==> src/rtl/phys_reg_free_list_pkg.sv <==
// Core sizing constants shared by rename, ROB, RS and the physical register free list.
package phys_reg_free_list_pkg;

  localparam int NUM_PHYS = 64;
  localparam int NUM_ARCH = 32;
  localparam int TAG_W    = 6;
  localparam int FL_DEPTH = NUM_PHYS - NUM_ARCH;

  // Tag held in FIFO slot i right after reset.
  function automatic logic [TAG_W-1:0] fl_reset_tag(input int num_arch, input int i);
    return TAG_W'(num_arch + i);
  endfunction

  // Tags above the architectural range start out free.
  function automatic logic fl_reset_member(input int num_arch, input int depth, input int tag);
    return (tag >= num_arch) && (tag < num_arch + depth);
  endfunction

endpackage

==> src/rtl/phys_reg_free_list.sv <==
// Circular free list of physical register tags: two frees from commit, one allocation to rename per cycle.
// A membership bitmap rejects double frees; free_err is sticky until reset.
module phys_reg_free_list #(
  parameter int NUM_PHYS = phys_reg_free_list_pkg::NUM_PHYS,
  parameter int NUM_ARCH = phys_reg_free_list_pkg::NUM_ARCH,
  parameter int DEPTH    = phys_reg_free_list_pkg::FL_DEPTH
) (
  input  logic                                   clk,
  input  logic                                   reset,
  input  logic                                   alloc_req,
  output logic [phys_reg_free_list_pkg::TAG_W-1:0] alloc_tag,
  output logic                                   alloc_valid,
  input  logic [phys_reg_free_list_pkg::TAG_W-1:0] freed_tag_1,
  input  logic [phys_reg_free_list_pkg::TAG_W-1:0] freed_tag_2,
  output logic [$clog2(DEPTH+1)-1:0]             free_count,
  output logic                                   free_err
);
  import phys_reg_free_list_pkg::*;

  localparam int PTR_W = $clog2(DEPTH);
  localparam int CNT_W = $clog2(DEPTH + 1);

  logic [TAG_W-1:0]    entries_q [DEPTH];
  logic [PTR_W-1:0]    head_q, head_d, tail_q, tail_d, wr2_idx;
  logic [CNT_W-1:0]    count_q, count_d, room;
  logic [NUM_PHYS-1:0] in_list_q, in_list_d;
  logic                free_err_q, free_err_d;
  logic                pop, push1, push2, bad1, bad2;

  assign alloc_tag   = entries_q[head_q];
  assign alloc_valid = (count_q != '0);
  assign free_count  = count_q;
  assign free_err    = free_err_q;

  always_comb begin
    pop   = alloc_req && (count_q != '0);
    // A same-cycle pop makes space available to the pushes.
    room  = count_q - CNT_W'(pop);
    push1 = 1'b0;
    push2 = 1'b0;
    bad1  = 1'b0;
    bad2  = 1'b0;
    if (freed_tag_1 != '0) begin
      if (in_list_q[freed_tag_1] || (room >= CNT_W'(DEPTH))) bad1 = 1'b1;
      else                                                   push1 = 1'b1;
    end
    if (freed_tag_2 != '0) begin
      if ((freed_tag_2 == freed_tag_1) || in_list_q[freed_tag_2] ||
          ((room + CNT_W'(push1)) >= CNT_W'(DEPTH))) bad2 = 1'b1;
      else                                           push2 = 1'b1;
    end

    in_list_d = in_list_q;
    if (pop)   in_list_d[alloc_tag]   = 1'b0;
    if (push1) in_list_d[freed_tag_1] = 1'b1;
    if (push2) in_list_d[freed_tag_2] = 1'b1;

    head_d     = head_q + PTR_W'(pop);
    wr2_idx    = tail_q + PTR_W'(push1);
    tail_d     = wr2_idx + PTR_W'(push2);
    count_d    = room + CNT_W'(push1) + CNT_W'(push2);
    free_err_d = free_err_q | bad1 | bad2;
  end

  always_ff @(posedge clk) begin
    if (reset) begin
      for (int i = 0; i < DEPTH; i++) entries_q[i] <= fl_reset_tag(NUM_ARCH, i);
      for (int t = 0; t < NUM_PHYS; t++) in_list_q[t] <= fl_reset_member(NUM_ARCH, DEPTH, t);
      head_q     <= '0;
      tail_q     <= '0;
      count_q    <= CNT_W'(DEPTH);
      free_err_q <= 1'b0;
    end else begin
      if (push1) entries_q[tail_q]  <= freed_tag_1;
      if (push2) entries_q[wr2_idx] <= freed_tag_2;
      in_list_q  <= in_list_d;
      head_q     <= head_d;
      tail_q     <= tail_d;
      count_q    <= count_d;
      free_err_q <= free_err_d;
    end
  end

endmodule

==> config.mk <==
export PLATFORM = sky130hd
export DESIGN_NAME = phys_reg_free_list
export DESIGN_NICKNAME = d
export VERILOG_FILES = /design/src/rtl/phys_reg_free_list_pkg.sv /design/src/rtl/phys_reg_free_list.sv
export SDC_FILE = /design/constraint.sdc
export NUM_CORES = 1
export LEC_CHECK = 0
export CAP_MARGIN = 25
export CORE_UTILIZATION = 28
export CTS_BUF_LIST = sky130_fd_sc_hd__clkbuf_2
export CTS_CLUSTER_DIAMETER = 50
export CTS_CLUSTER_SIZE = 10
export DETAILED_ROUTE_END_ITERATION = 10
export PLACE_DENSITY = 0.51
export SETUP_SLACK_MARGIN = 0.2
export SLEW_MARGIN = 40
export SYNTH_ARGS = -nofsm -noshare
export SYNTH_HDL_FRONTEND = slang
export SYNTH_SLANG_ARGS = --single-unit
==> constraint.sdc <==
create_clock -name clk -period 9.2 [get_ports clk]
set_input_delay 1.84 -clock clk [delete_from_list [all_inputs] [get_ports clk]]
set_output_delay 1.84 -clock clk [all_outputs]
set_load 0.005 [all_outputs]
After elaboration in Yosys (flattened, before gate mapping)
Memory sizes are Yosys's and may differ from the RTL's. A register that Yosys moved wholly into a read port is not among the register bits.
Index checks and enable logic that the tools add are counted.
{"block": "totals", "rom_bits": 0, "inputBits": 15, "mem_count": 1, "ram_bits": 192, "output_inout_bits": 14, "regBits": 81, "latchBits": 0, "wordCells": 75}
{"block": "classes", "n_mul": 0, "div": 0, "bitwise": 6, "add_sub_neg": 6, "n_mux": 36, "eq_ne": 1, "reduce_logical": 12, "shift": 0, "magnitude_cmp": 8}
{"name": "entries_q", "depth": 32, "width": 6, "rd": 1, "rd_ports_with_merged_regs": 1, "write_ports": 32, "line_no": "phys_reg_free_list.sv:23", "rtl": "logic [TAG_W-1:0] entries_q [DEPTH];"}
{"op": "$mux 64", "n": 3}
{"op": "$or 64x64->64", "n": 2}
{"op": "$and 64x64->64", "n": 1}
{"op": "$not 64->64", "n": 1}
{"op": "$mux 1", "n": 23}
{"op": "$lt 6x7->1 const B", "n": 3}
{"op": "$demux 1 s6", "n": 3}
{"op": "$ge 6x1->1 const B", "n": 3}
{"op": "$reduce_bool 6->1", "n": 3}
{"op": "$add 5x1->5", "n": 3}
{"op": "$mux 5", "n": 3}
{"op": "$add 6x1->6", "n": 2}
{"op": "$bmux 1 s6", "n": 2}
{"op": "$ge 6x6->1 const B", "n": 2}
{"op": "$mux 6", "n": 2}
{"op": "$reduce_or 6->1", "n": 2}
{"op": "$eq 6x6->1", "n": 1}
{"op": "$sub 6x1->6", "n": 1}
{"op": "$logic_and 1x1->1", "n": 4}
{"op": "$logic_or 1x1->1", "n": 3}
{"op": "$or 1x1->1", "n": 2}

Logic depth before layout (Yosys ltp)
{"block": "logic_depth", "depth_word": 17, "depth_mapped": 28, "mapped_depth_nobuf": 23}

Worst setup path after synthesis
OpenSTA, ideal clock, no wires.
{"block": "synth_path", "kind": "input port to flip-flop", "startpoint": "input freed_tag_1[2] (netlist bit)", "endpoint": "register tail_q[4]", "n_path_buf": 8, "arrival_time_ns": 6.596, "setup_slack_ns": 2.476, "path_stages": 28, "setup_ns": 0.128, "path_cell_list": "buf_2 > buf_2 > buf_2 > mux4_2 > mux2i_1 > nor2_1 > nor2_1 > a32oi_1 > clkbuf_1 > buf_1 > nor3_1 > ha_1 > nor2b_1 > nand3_1 > o21ai_0 > xnor2_1 > nor4_1 > buf_2 > buf_2 > buf_2 > nand2_1 > nor2_1 > ha_1 > ha_1 > nand2_1 > o31ai_1 > xnor2_1 > nor2_1"}
{"block": "synth_between", "elab_chain_len": 11}
{"element": "from (decl)", "line_no": "phys_reg_free_list.sv:13", "rtl": "input logic [phys_reg_free_list_pkg::TAG_W-1:0] freed_tag_1,"}
{"element": "$bmux 1 s6", "line_no": "phys_reg_free_list.sv:44", "rtl": "if (in_list_q[freed_tag_1] || (room >= CNT_W'(DEPTH))) bad1 = 1'b1;"}
{"element": "$mux 1 (implied by the code)", "line_no": "phys_reg_free_list.sv:44"}
{"element": "$logic_or 1x1->1", "line_no": "phys_reg_free_list.sv:44"}
{"element": "$mux 1", "line_no": "phys_reg_free_list.sv:44"}
{"element": "$mux 1", "line_no": "phys_reg_free_list.sv:43", "rtl": "if (freed_tag_1 != '0) begin"}
{"element": "$add 6x1->6", "line_no": "phys_reg_free_list.sv:49", "rtl": "((room + CNT_W'(push1)) >= CNT_W'(DEPTH))) bad2 = 1'b1;"}
{"element": "$ge 6x6->1", "line_no": "phys_reg_free_list.sv:49"}
{"element": "$logic_or 1x1->1", "line_no": "phys_reg_free_list.sv:48", "rtl": "if ((freed_tag_2 == freed_tag_1) || in_list_q[freed_tag_2] ||"}
{"element": "$mux 1", "line_no": "phys_reg_free_list.sv:48"}
{"element": "$mux 1", "line_no": "phys_reg_free_list.sv:47", "rtl": "if (freed_tag_2 != '0) begin"}
{"element": "$add 5x1->5 *", "line_no": "phys_reg_free_list.sv:60", "rtl": "tail_d = wr2_idx + PTR_W'(push2);"}
{"element": "to (signal assigned)", "line_no": "phys_reg_free_list.sv:78", "rtl": "tail_q <= tail_d;"}
{"element": "to (decl)", "line_no": "phys_reg_free_list.sv:24", "rtl": "logic [PTR_W-1:0] head_q, head_d, tail_q, tail_d, wr2_idx;"}
Mark *: on every way between the ends. The rest lies on a longest branch, timed or not. The select of a mux whose other input is x is not followed.
A chain may end at the register's enable or synchronous reset.

==> impl_metrics.csv <==
group,metric,value,unit
status,outcome,"complete, no violations",
pwr,finalPower,3410,uW
die,core-area,60800,sq um
global_routing,grt_overflow,0,
cts,numCtsBuffers,41,
setup_path,crit_slowest_cell,"clkdlybuf4s50_1",
die,fp.dieH,251,um
logic_synthesis,ys_top_cells_by_count,"192 x edfxtp_1, 191 x nor3_1, 180 x mux2i_1",
setup_path,worst_path_most_repeated_cell,"o21ai_0",
setup_path,path_buf_inv,3,
cts,cts.clk_slew.worst_paths,200,ps
place,place_hpwl,47800,um
detailed_routing,drt_wl_total,72700,um
setup_path,crit_family,"buffers and inverters",
logic_synthesis,synth.top_cell.area_share,33.2,%
sta,skew,196,ps
layout,area_growth,9.31,%
detailed_routing,via_per_inst,6.31,
cts,cts_tree,"built",
setup_path,cp-start-kind,"primary input",
setup_path,critical_path_arrival,7610,ps
logic_synthesis,synth_flop_cell,"edfxtp_1",
setup_path,worstPathMaxFanout,54,
logic_synthesis,synth_edf_count,192,
sta,hold_ws,486,ps
setup_path,slowest_delay,1000,ps
pwr,ir_worst_vdd,0.137,mV
pwr,leakage,0.00652,uW
setup_path,end_kind,"flip-flop",
logic_synthesis,synth_most_common_cell,"edfxtp_1",
cts,clock_sinks,273,
logic_synthesis,ys_types,77,
detailed_routing,vias,15200,
global_routing,grt_pass1_vias,14900,
place,gp_congestion,0.950,
logic_synthesis,ys_ff_latch,273,
cts,cts_buffer_depth,3,
setup_path,crit_chain,"clkdlybuf4s50_1 > clkinv_1 > a32oi_1 > a22oi_1 > o21ai_0 > a32oi_4 > nor3_1 > ha_1 > nor2b_1 > nand3_1 > o21ai_0 > xnor2_1 > nor4_2 > buf_12 > nand4_1 > o211ai_1",
logic_synthesis,syn_area_per_cell,10.6,sq um
logic_synthesis,synthArstFlopShare,0,%
sta,finalSetupViolCount,0,
sta,max_freq,0.142,GHz
min_path,hold_class,"reg -> reg",
cts,post_cts_resized,0,
logic_synthesis,synth_cells,1641,
cts,cts-htree-levels,2,
layout,final_layout_size_suffix_gt1_share,18.7,%
global_routing,antenna_found_initial,2,
sta,slew_violations,0,
sta,hold_violations,0,
detailed_routing,first_iter_violations,1926,
logic_synthesis,syn_area,17400,sq um
global_routing,grt_first_pass_wirelength,105000,um
die,io_pins,29,
global_routing,grt.total_usage,22.6,%
sta,fin_crit,7020,ps
sta,rsz0062_at_grt,"false",
global_routing,grt_max_degree,197,
logic_synthesis,ys_seq_area_share,42.6,%
layout,final_area,19000,sq um
layout,nNetsFinal,1629,
die,die-area,63000,sq um
detailed_routing,ant_nets,0,
setup_path,critPathKind,"in -> reg",
die,die_w,251,um
detailed_routing,dr.pass1.iters,6,
die,start_util,28.5,%
detailed_routing,wl_per_cell,30.1,um
logic_synthesis,ys_top_cells_by_area,"edfxtp_1 33%, mux2i_1 10%, dfxtp_1 9.3%",
logic_synthesis,syn_nets,1668,
place,placed_cell_area,18400,sq um
place,port_buffers,28,
detailed_routing,drc,0,
logic_synthesis,yosysWarnings,0,
cts,cts-hold-fix-buffers,0,
pwr,powerDensity,180,nW/um^2
cts,cts_root_buffer,"clkbuf_2",
sta,tightest_slew,963,ps
sta,fin_tns_setup,0,ps
die,floorplan.rows,90,
job,drv_cap,0,
logic_synthesis,yosysTopAreaCell,"edfxtp_1",
sta,finalCritPeriodShare,76.3,%
cts,cts_setup_buffers,0,
cts,clk_latency,1110,ps
setup_path,crit_required,9790,ps
sta,maxSlewHeadroom,35.8,%
layout,final_core_util,31.2,%
cells in the final DEF (no fill, tap or decap), drive strengths merged, types with 12 or more instances in the layout:
cell type / instances
a21oi: 17
a221oi: 17
a31oi: 25
and2: 12
buf: 57
clkbuf: 47
clkdlybuf4s50: 23
clkinv: 16
dfxtp: 81
edfxtp: 192
ha: 12
inv: 17
mux2: 92
mux2i: 180
mux4: 33
nand2: 89
nand2b: 19
nand3: 28
nand4: 53
nor2: 61
nor2b: 25
nor3: 191
nor4: 13
o211ai: 64
o21ai: 37
o221ai: 41
o311ai: 13
or3: 21
xnor2: 17
worst reg2reg max path, stage by stage (launching register included):
cell and delay, ps:
dfxtp_1 440, or4_4 580, or3_1 330, and2_1 300, ha_1 290, inv_1 80, or3_1 160, o311ai_1 200
a311o_1 490, nor3_1 330, ha_1 250, nor2b_1 270, nand3_1 120, o21ai_0 240, xnor2_1 230, nor4_2 430
buf_12 360, nand4_1 530, o211ai_1 480
through the flow:
stage | std cells | setup slack [ps]
2_1_floorplan | 1641 | 2480
6_report | 2413 | 2180
3_5_place_dp | 2339 | 1330
4_1_cts | 2408 | 2320
3_3_place_gp | 2339 | 1250
5_1_grt | 2413 | 1710
where the power goes:
group | switching (uW) | total [uW] | internal [uW]
Clock | 522 | 873 | 351
Sequential | 54.9 | 1420 | 1370
Combinational | 786 | 1110 | 328
kinds of logic after synthesis:
| group | count (synthesis) | share of synthesized area (%) |
|---|---|---|
| mux | 305 | 20.6 |
| fa+ha+maj | 12 | 0.865 |
| compound gates | 296 | 12.9 |
| buf+inv | 184 | 4.63 |
| xor+xnor | 26 | 1.31 |
| simple gates | 545 | 17.1 |
| flops | 273 | 42.6 |
worst paths after layout:
path | cells after the start | startpoint | slack [ps] | to
hold reg to reg | 1 | in_list_q[0]$_SDFF_PP0_ | 490 | in_list_q[0]$_SDFF_PP0_
setup / recovery | 16 | freed_tag_1[2] | 2180 | entries_q[29][5]$_DFFE_PP_
setup reg to reg | 18 | free_count[4]$_SDFF_PP0_ | 2710 | entries_q[29][5]$_DFFE_PP_
hold / removal | 1 | in_list_q[0]$_SDFF_PP0_ | 490 | in_list_q[0]$_SDFF_PP0_
cell type report:
type | instances | area, sq um
clock inverter | 22 | 312
antenna | 3 | 7.51
fill | 6261 | 41800
tap | 782 | 978
timing repair buffer | 80 | 701
clock buffer | 47 | 235
inverter | 22 | 82.6
sequential | 273 | 7390
multi-input combinational | 1184 | 9270
state kept, by name, indices dropped and copies added (netlist names):
name / cells
entries_q: 192
tail_q: 5
in_list_q: 64
free_err: 1
free_count: 6
head_q: 5
routing by layer:
metal	share of wire (%)	GRT usage (%)
met1	39	29.0
met2	45	35.6
met3	9.5	4.71
met4	6.2	12.6
met5	0	0
No activity file was read; power rests on OpenSTA's default activity.
